===== src/rtl/ram_access_arbiter_if.sv =====
// ram_access_arbiter_if
//   Bundles the two requester ports (A and B) and the RAM-side bus of the
//   ram_access_arbiter into one interface.
//   Requester ports : x_req, x_rw, x_adrs, x_wdata -> arbiter
//                     x_ack, x_rdata               <- arbiter
//   RAM bus         : ram_cs, ram_rw, ram_adrs, ram_data_in <- arbiter
//                     ram_data_out                         -> arbiter
//   Modport slave is the arbiter's view; modport master is the view of the
//   surrounding system (requesters plus RAM array).
interface ram_access_arbiter_if #(
  parameter int ADDR_W = 8,
  parameter int DATA_W = 32
);
  logic              a_req;
  logic              a_rw;
  logic [ADDR_W-1:0] a_adrs;
  logic [DATA_W-1:0] a_wdata;
  logic              a_ack;
  logic [DATA_W-1:0] a_rdata;

  logic              b_req;
  logic              b_rw;
  logic [ADDR_W-1:0] b_adrs;
  logic [DATA_W-1:0] b_wdata;
  logic              b_ack;
  logic [DATA_W-1:0] b_rdata;

  logic              ram_cs;
  logic              ram_rw;
  logic [ADDR_W-1:0] ram_adrs;
  logic [DATA_W-1:0] ram_data_in;
  logic [DATA_W-1:0] ram_data_out;

  modport slave (
    input  a_req, a_rw, a_adrs, a_wdata,
    input  b_req, b_rw, b_adrs, b_wdata,
    input  ram_data_out,
    output a_ack, a_rdata, b_ack, b_rdata,
    output ram_cs, ram_rw, ram_adrs, ram_data_in
  );

  modport master (
    output a_req, a_rw, a_adrs, a_wdata,
    output b_req, b_rw, b_adrs, b_wdata,
    output ram_data_out,
    input  a_ack, a_rdata, b_ack, b_rdata,
    input  ram_cs, ram_rw, ram_adrs, ram_data_in
  );
endinterface


===== src/rtl/ram_access_arbiter.sv =====
// ram_access_arbiter
//   Round-robin arbiter and access sequencer for the 256x32 RAM array built
//   from ram16x4 chips. Grants one of two requesters at a time and runs a
//   fixed IDLE -> SETUP -> STROBE -> HOLD sequence on the RAM bus, returning
//   registered read data and a one-cycle acknowledge to the winner.
//   Parameters : ADDR_W, DATA_W, WAIT_CYCLES (strobe length, must be >= 1)
//   Ports      : clk   - single clock, rising edge
//                rst_n - synchronous active-low reset
//                bus   - requester A/B ports and RAM bus (slave modport)
module ram_access_arbiter #(
  parameter int ADDR_W      = 8,
  parameter int DATA_W      = 32,
  parameter int WAIT_CYCLES = 1
) (
  input logic                 clk,
  input logic                 rst_n,
  ram_access_arbiter_if.slave bus
);

  localparam int CNT_W = (WAIT_CYCLES > 1) ? $clog2(WAIT_CYCLES) : 1;
  localparam logic [CNT_W-1:0] CNT_LOAD = CNT_W'(WAIT_CYCLES - 1);

  typedef enum logic [1:0] {
    IDLE,
    SETUP,
    STROBE,
    HOLD
  } state_t;

  state_t            state;
  logic [CNT_W-1:0]  wait_cnt;
  logic              grant_b;
  logic              last_grant_b;
  logic              pick_b;

  logic              ram_cs_q;
  logic              ram_rw_q;
  logic [ADDR_W-1:0] ram_adrs_q;
  logic [DATA_W-1:0] ram_data_in_q;
  logic              a_ack_q;
  logic              b_ack_q;
  logic [DATA_W-1:0] a_rdata_q;
  logic [DATA_W-1:0] b_rdata_q;

  // Winner selection for the IDLE cycle: a lone requester wins outright;
  // on a tie the requester that was not served last takes the grant.
  always_comb begin
    pick_b = 1'b0;
    if (bus.b_req && !bus.a_req) begin
      pick_b = 1'b1;
    end else if (bus.a_req && bus.b_req) begin
      pick_b = !last_grant_b;
    end
  end

  // Access sequencer. All RAM-side and requester-side outputs are registered
  // here; the RAM bus fields are only loaded on the edge leaving IDLE, so
  // they are stable across SETUP, the whole strobe, and HOLD.
  always_ff @(posedge clk) begin
    if (!rst_n) begin
      state         <= IDLE;
      wait_cnt      <= '0;
      grant_b       <= 1'b0;
      last_grant_b  <= 1'b1;
      ram_cs_q      <= 1'b1;
      ram_rw_q      <= 1'b0;
      ram_adrs_q    <= '0;
      ram_data_in_q <= '0;
      a_ack_q       <= 1'b0;
      b_ack_q       <= 1'b0;
      a_rdata_q     <= '0;
      b_rdata_q     <= '0;
    end else begin
      case (state)
        IDLE: begin
          if (bus.a_req || bus.b_req) begin
            grant_b       <= pick_b;
            ram_rw_q      <= pick_b ? bus.b_rw    : bus.a_rw;
            ram_adrs_q    <= pick_b ? bus.b_adrs  : bus.a_adrs;
            ram_data_in_q <= pick_b ? bus.b_wdata : bus.a_wdata;
            state         <= SETUP;
          end
        end

        // Chip select drops on the edge leaving SETUP; the counter counts
        // down the remaining strobe cycles after the first one.
        SETUP: begin
          wait_cnt <= CNT_LOAD;
          ram_cs_q <= 1'b0;
          state    <= STROBE;
        end

        // The final strobe edge samples the RAM's read data directly into
        // the winner's rdata register and raises its acknowledge.
        STROBE: begin
          if (wait_cnt == '0) begin
            ram_cs_q <= 1'b1;
            state    <= HOLD;
            if (grant_b) begin
              b_ack_q <= 1'b1;
              if (!ram_rw_q) begin
                b_rdata_q <= bus.ram_data_out;
              end
            end else begin
              a_ack_q <= 1'b1;
              if (!ram_rw_q) begin
                a_rdata_q <= bus.ram_data_out;
              end
            end
          end else begin
            wait_cnt <= wait_cnt - 1'b1;
          end
        end

        HOLD: begin
          a_ack_q      <= 1'b0;
          b_ack_q      <= 1'b0;
          last_grant_b <= grant_b;
          state        <= IDLE;
        end

        default: begin
          state <= IDLE;
        end
      endcase
    end
  end

  assign bus.ram_cs      = ram_cs_q;
  assign bus.ram_rw      = ram_rw_q;
  assign bus.ram_adrs    = ram_adrs_q;
  assign bus.ram_data_in = ram_data_in_q;
  assign bus.a_ack       = a_ack_q;
  assign bus.b_ack       = b_ack_q;
  assign bus.a_rdata     = a_rdata_q;
  assign bus.b_rdata     = b_rdata_q;

endmodule


===== src/flat_wrapper.sv =====
// flat-port wrapper written by rule: the top's interface ports become plain ports
module ram_access_arbiter_flat 
#(
  parameter int ADDR_W      = 8,
  parameter int DATA_W      = 32,
  parameter int WAIT_CYCLES = 1
)
  (clk, rst_n, bus_a_req, bus_a_rw, bus_a_adrs, bus_a_wdata, bus_b_req, bus_b_rw, bus_b_adrs, bus_b_wdata, bus_ram_data_out, bus_a_ack, bus_a_rdata, bus_b_ack, bus_b_rdata, bus_ram_cs, bus_ram_rw, bus_ram_adrs, bus_ram_data_in);
  ram_access_arbiter_if #(.ADDR_W(ADDR_W), .DATA_W(DATA_W)) bus_i ();
  input logic clk;
  input logic rst_n;
  input wire logic [$bits(bus_i.a_req)-1:0] bus_a_req;
  input wire logic [$bits(bus_i.a_rw)-1:0] bus_a_rw;
  input wire logic [$bits(bus_i.a_adrs)-1:0] bus_a_adrs;
  input wire logic [$bits(bus_i.a_wdata)-1:0] bus_a_wdata;
  input wire logic [$bits(bus_i.b_req)-1:0] bus_b_req;
  input wire logic [$bits(bus_i.b_rw)-1:0] bus_b_rw;
  input wire logic [$bits(bus_i.b_adrs)-1:0] bus_b_adrs;
  input wire logic [$bits(bus_i.b_wdata)-1:0] bus_b_wdata;
  input wire logic [$bits(bus_i.ram_data_out)-1:0] bus_ram_data_out;
  output wire logic [$bits(bus_i.a_ack)-1:0] bus_a_ack;
  output wire logic [$bits(bus_i.a_rdata)-1:0] bus_a_rdata;
  output wire logic [$bits(bus_i.b_ack)-1:0] bus_b_ack;
  output wire logic [$bits(bus_i.b_rdata)-1:0] bus_b_rdata;
  output wire logic [$bits(bus_i.ram_cs)-1:0] bus_ram_cs;
  output wire logic [$bits(bus_i.ram_rw)-1:0] bus_ram_rw;
  output wire logic [$bits(bus_i.ram_adrs)-1:0] bus_ram_adrs;
  output wire logic [$bits(bus_i.ram_data_in)-1:0] bus_ram_data_in;
  assign bus_i.a_req = bus_a_req;
  assign bus_i.a_rw = bus_a_rw;
  assign bus_i.a_adrs = bus_a_adrs;
  assign bus_i.a_wdata = bus_a_wdata;
  assign bus_i.b_req = bus_b_req;
  assign bus_i.b_rw = bus_b_rw;
  assign bus_i.b_adrs = bus_b_adrs;
  assign bus_i.b_wdata = bus_b_wdata;
  assign bus_i.ram_data_out = bus_ram_data_out;
  assign bus_a_ack = bus_i.a_ack;
  assign bus_a_rdata = bus_i.a_rdata;
  assign bus_b_ack = bus_i.b_ack;
  assign bus_b_rdata = bus_i.b_rdata;
  assign bus_ram_cs = bus_i.ram_cs;
  assign bus_ram_rw = bus_i.ram_rw;
  assign bus_ram_adrs = bus_i.ram_adrs;
  assign bus_ram_data_in = bus_i.ram_data_in;
  ram_access_arbiter #(.ADDR_W(ADDR_W), .DATA_W(DATA_W), .WAIT_CYCLES(WAIT_CYCLES)) u_core (.clk(clk), .rst_n(rst_n), .bus(bus_i));
endmodule

===== config.mk =====
export PLATFORM = sky130hd
export DESIGN_NAME = ram_access_arbiter_flat
export DESIGN_NICKNAME = d
export VERILOG_FILES = /design/src/rtl/ram_access_arbiter_if.sv /design/src/rtl/ram_access_arbiter.sv /design/src/flat_wrapper.sv
export SDC_FILE = /design/constraint.sdc
export NUM_CORES = 1
export LEC_CHECK = 0
export CORE_AREA = 2 2 121 100
export DETAILED_ROUTE_END_ITERATION = 8
export DIE_AREA = 0 0 123 102
export GPL_ROUTABILITY_DRIVEN = 1
export PLACE_DENSITY = 0.9
export SLEW_MARGIN = 10
export SYNTH_ARGS = -nofsm -noshare
export SYNTH_HDL_FRONTEND = slang
export SYNTH_SLANG_ARGS = --single-unit

===== constraint.sdc =====
create_clock -name clk -period 1.62 [get_ports clk]
set_input_delay 0.324 -clock clk [delete_from_list [all_inputs] [get_ports clk]]
set_output_delay 0.324 -clock clk [all_outputs]
set_load 0.01 [all_outputs]

# Word level (Yosys, flattened, before mapping)
# Index checks and enable logic that the tools add are counted.
# word_totals
regBits	113
output_inout_bits	108
# op_classes
add_sub_neg	1
n_eq_ne	7
muxes	18
bitwise_logic	3
reduce_logical	15
# ops
operator	count
2-to-1 mux 32 bit	1
2-to-1 mux 1 bit	9
2-to-1 mux 8 bit	1
case mux 1 bit (2 select lines)	4
case mux 2 bit (4 select lines)	1
AND reduction 4 bit	2
AND reduction 2 bit	3
AND reduction 3 bit	2
equality test 2 bit (second input constant)	2
2-to-1 mux 2 bit	2
!= test 2 x 1 -> 1 bit (second input constant)	2
!= test 2 bit (second input constant)	2
nonzero test 2 bit	2
NOT 1 bit	3
equality test 2 x 1 -> 1 bit (second input constant)	1
logical AND 1 bit	2
zero test 1 bit	2
zero test 2 bit	1
logical OR 1 bit	1
subtractor 1 bit (second input constant)	1

# Logic depth before layout (Yosys ltp)
# logic_depth
word_depth	4
depth_mapped	7
ltp_nobuf	5

# Worst setup path before layout
# No wires, ideal clock.
# synth_path
path_kind	register to register
start	reg u_core.state[0]
end	reg u_core.a_rdata_q[10], in the netlist u_core.bus.a_rdata[10]
t_arrival_ns	1.326
path_slack_ns	0.177
path_stages_with_launch	8
n_path_buf	2
period_less_slack_ns	1.443
path_cell_list	dfxtp_1 > inv_1 > ha_1 > or3b_1 > buf_2 > buf_6 > nand2_1 > a21boi_1
# synth_between
elab_chain_cells	2
# synth_rtl
item	line_no	rtl
start, declared	ram_access_arbiter.sv:30	state_t state;
start signal, assigned	ram_access_arbiter.sv:61	state <= IDLE;
start signal, assigned	ram_access_arbiter.sv:81	state <= SETUP;
start signal, assigned	ram_access_arbiter.sv:90	state <= STROBE;
equality test 2 bit	ram_access_arbiter.sv:74	case (state)
AND reduction 4 bit (no source line)	--	
end signal, assigned	ram_access_arbiter.sv:107	a_rdata_q <= bus.ram_data_out;
end, declared	ram_access_arbiter.sv:42	logic [DATA_W-1:0] a_rdata_q;
# No other way between the ends.
# A chain may end at the register's enable or synchronous reset.

# Worst setup path in the final report
# layout_path
start	reg u_core.ram_adrs_q[3], in the netlist u_core.bus.ram_adrs[3]
end	out bus_ram_adrs[3]
# layout_rtl
item	line_no	rtl
start, declared	ram_access_arbiter.sv:38	logic [ADDR_W-1:0] ram_adrs_q;
start signal, assigned	ram_access_arbiter.sv:79	ram_adrs_q <= pick_b ? bus.b_adrs : bus.a_adrs;
end, declared	flat_wrapper.sv:27	output wire logic [$bits(bus_i.ram_adrs)-1:0] bus_ram_adrs;
# No word-level cell between the ends.

==> impl_results.md <==
- Outcome: finished clean
- First-pass GRT wire length: 21.3 mm
- Worst R2R Path Depth: 6
- H-tree level count: 3
- Crit Path Class: reg -> out
- Worst Hold Class: in -> reg
- Maximum fanout along the worst path: 2
- EDFF count, synth: 0
- Clk buf depth: 2
- Setup_tns: 0 ns
- Hold Crit Start: rst_n
- Die width: 123 um
- Layout cells sized above 1: 5.26%
- Sequential fraction of the synthesis area: 50.3%
- Leading register cell type out of synthesis: dfxtp_1
- Slowest stage cell, crit path: clkdlybuf4s50_1
- IO Pins: 226
- Ys Warns: 0
- Port buffer count: 225
- Setup bufs post-CTS: 0
- Max-cap viol count: 0
- Clock Latency Late Sink: 0.35 ns
- Layout net count: 877
- Cell variety after synth: 30
- Top delay family on crit path: buffers and inverters
- Crit path from: u_core.bus.ram_adrs[3]
- VDD IR max: 0.000853 V
- Power Total: 9.79 mW
- Rel. slew slack: 72.1%
- Vias per inst: 5.04
- Crit path required time: 1.30 ns
- Pleak: 2.86 nW
- Die height: 102 um
- CP endpoint kind: output port
- Clock root buffer: clkbuf_16
- Gr ovfl total: 0
- CTS clk-pin slew, worst paths: 0.08 ns
- Final Max Tran Viols: 0
- Area Growth Syn to Fin: 62.9%
- Tot GR Track Use: 21.6%
- Clock Skews: 0.00538 ns
- Final setup violating endpoints: 0
- Crit-path cells: clkdlybuf4s50_1
- Hold path depth: 3
- Initial Utilization: 39.4%
- Diode count: 0
- Placement Rows: 35
- Cell Area, Synth: 4450 um^2
- Vias post-DR: 4579
- Pre-antenna DRT Iters: 4
- Sinks on Clock Net: 112
- Drt wl/cell: 15.4 um
- Startpoint types: register
- Fraction of registers with async set/reset: 0%
- Largest net degree at the start of global routing: 62
- Fmax: 632 MHz
- Total Wirelength: 14.0 mm
- Core area: 11300 um^2
- Crit Reg-Reg Startpoint: u_core.state[0]
- Min Tclk post-route: 1.58 ns
- Post-synthesis cell count: 546
- Yosys reg bits: 112
- Routed Antenna Nets: 0
- # DRC: 0
- Avg Cell Area, Syn: 8.16 um^2
- Iteration-0 DRC Markers: 234
- Placed wire-length estimate: 9.75 mm
- Endpoints failing hold: 0
- PwrDens: 1350 nW/um^2
- Die area: 12500 um^2
- Vias in the first global route: 4438
- Num CTS Buffers: 9
- Period utilisation layout: 97.7%
- Levels on crit path: 1
- Syn_nets: 667
- Worst Path Arrival: 1.26 ns
- Initial antenna violation count: 0
- Global placer's final weighted congestion: 0.789
- CTS tree: yes
- CP max stage delay: 0.55 ns
- Cts hold-fix bufs: 0
- Share of the core filled with cells: 64.2%
- Crit path buf inv count: 1
- Worst slew pin tran: 0.418 ns
## cells in the final DEF, fill, tap and decap left out, drive strengths merged, types with 2 or more instances in the layout
master         Yosys  routed
o21ai             44      44
nor3b              2       2
nand2b             3       3
dfxtp            112     112
clkinv             0       2
mux2i              2       2
inv                2       4
ha                 3       3
a21oi             83      83
dlygate4sd2        0       2
clkbuf            21       9
nand2            171     171
dlymetal6s2s       0      14
nor2b              2       2
buf               23      19
a21boi            67      67
clkdlybuf4s50      0     208
## power by group
part	switching, mW	internal, mW
clock	1.02	1.20
sequential	0.370	3.36
combinational	1.85	1.98
## kinds of logic (layout without fill, tap and decap cells)
group           count (synthesis)  after routing  synth area share [%]
simple gates                  185            185                  16.6
flops                         112            112                  50.3
fa+ha+maj                       3              3                 0.843
compound gates                198            198                  26.5
mux                             2              2                 0.449
buf+inv                        46            260                  5.34
## worst min-delay path, cell delays in order
cell and delay, ns:
buf_2 0.12, buf_12 0.17, nand2_1 0.09
## per-stage QoR
step                      cells  worst slack, ns  area, um^2  hold slack [ns]
final                       908           0.0379        7260            0.433
after detailed placement    893          -0.0509        6930            0.445
after floorplan             546            0.177        4450            0.458
after CTS                   908          0.00183        7220            0.413
after global routing        908         -0.00699        7260            0.410
after global placement      893           0.0176        6930            0.440
## area by class of cell
class,instances,area [um^2]
Multi-Input combinational cell,388,2000
Tap cell,148,185
Clock buffer,9,225
Clock inverter,6,68.8
Fill cell,965,4040
Inverter,2,7.51
Sequential cell,112,2240
Timing Repair Buffer,243,2530
## flip-flops by register name (all words and copies together) (netlist names)
signal / count
u_core.bus.b_ack: 1
u_core.state: 2
u_core.bus.a_rdata: 32
u_core.bus.ram_cs: 1
u_core.grant_b: 1
u_core.bus.a_ack: 1
u_core.bus.ram_data_in: 32
u_core.bus.ram_adrs: 8
u_core.bus.b_rdata: 32
u_core.last_grant_b: 1
u_core.bus.ram_rw: 1
## metal layers
metal,vias up,routed length (um),track usage [%]
met5,-,0,0
met4,0,323,8.22
met3,26,1380,8.59
met2,212,6760,37.1
met1,2104,5500,24.1
li1,2237,-,-
## synth_stat cells (2+ instances only)
library cell  count  area share [%]
buf_6             3            0.76
o21ai_0          43             4.8
nor2b_1           2            0.28
dfxtp_1         112              50
clkbuf_1         21             1.8
nand2b_1          3            0.42
a21boi_1         43             7.2
a21oi_1          83             9.3
ha_1              3            0.84
nand2_1         171              14
buf_4             7             1.2
inv_1             2            0.17
buf_2            13             1.5
a21boi_0         23             3.9
mux2i_1           2            0.45
## what timing repair did
action	CTS	global route
resized for setup	3	16
endpoints found under the setup margin	2	45
gates cloned	0	0
## path summary, 6_finish.rpt
check | endpoint | slack [ns]
worst max-delay path | bus_ram_adrs[3] | 0.04
worst min register to register | u_core.bus.b_rdata[8] | 0.45
worst min-delay path | u_core.bus.ram_cs | 0.43
worst max register to register | u_core.bus.a_rdata[8] | 0.10
Power figures use the tool's default switching activity.
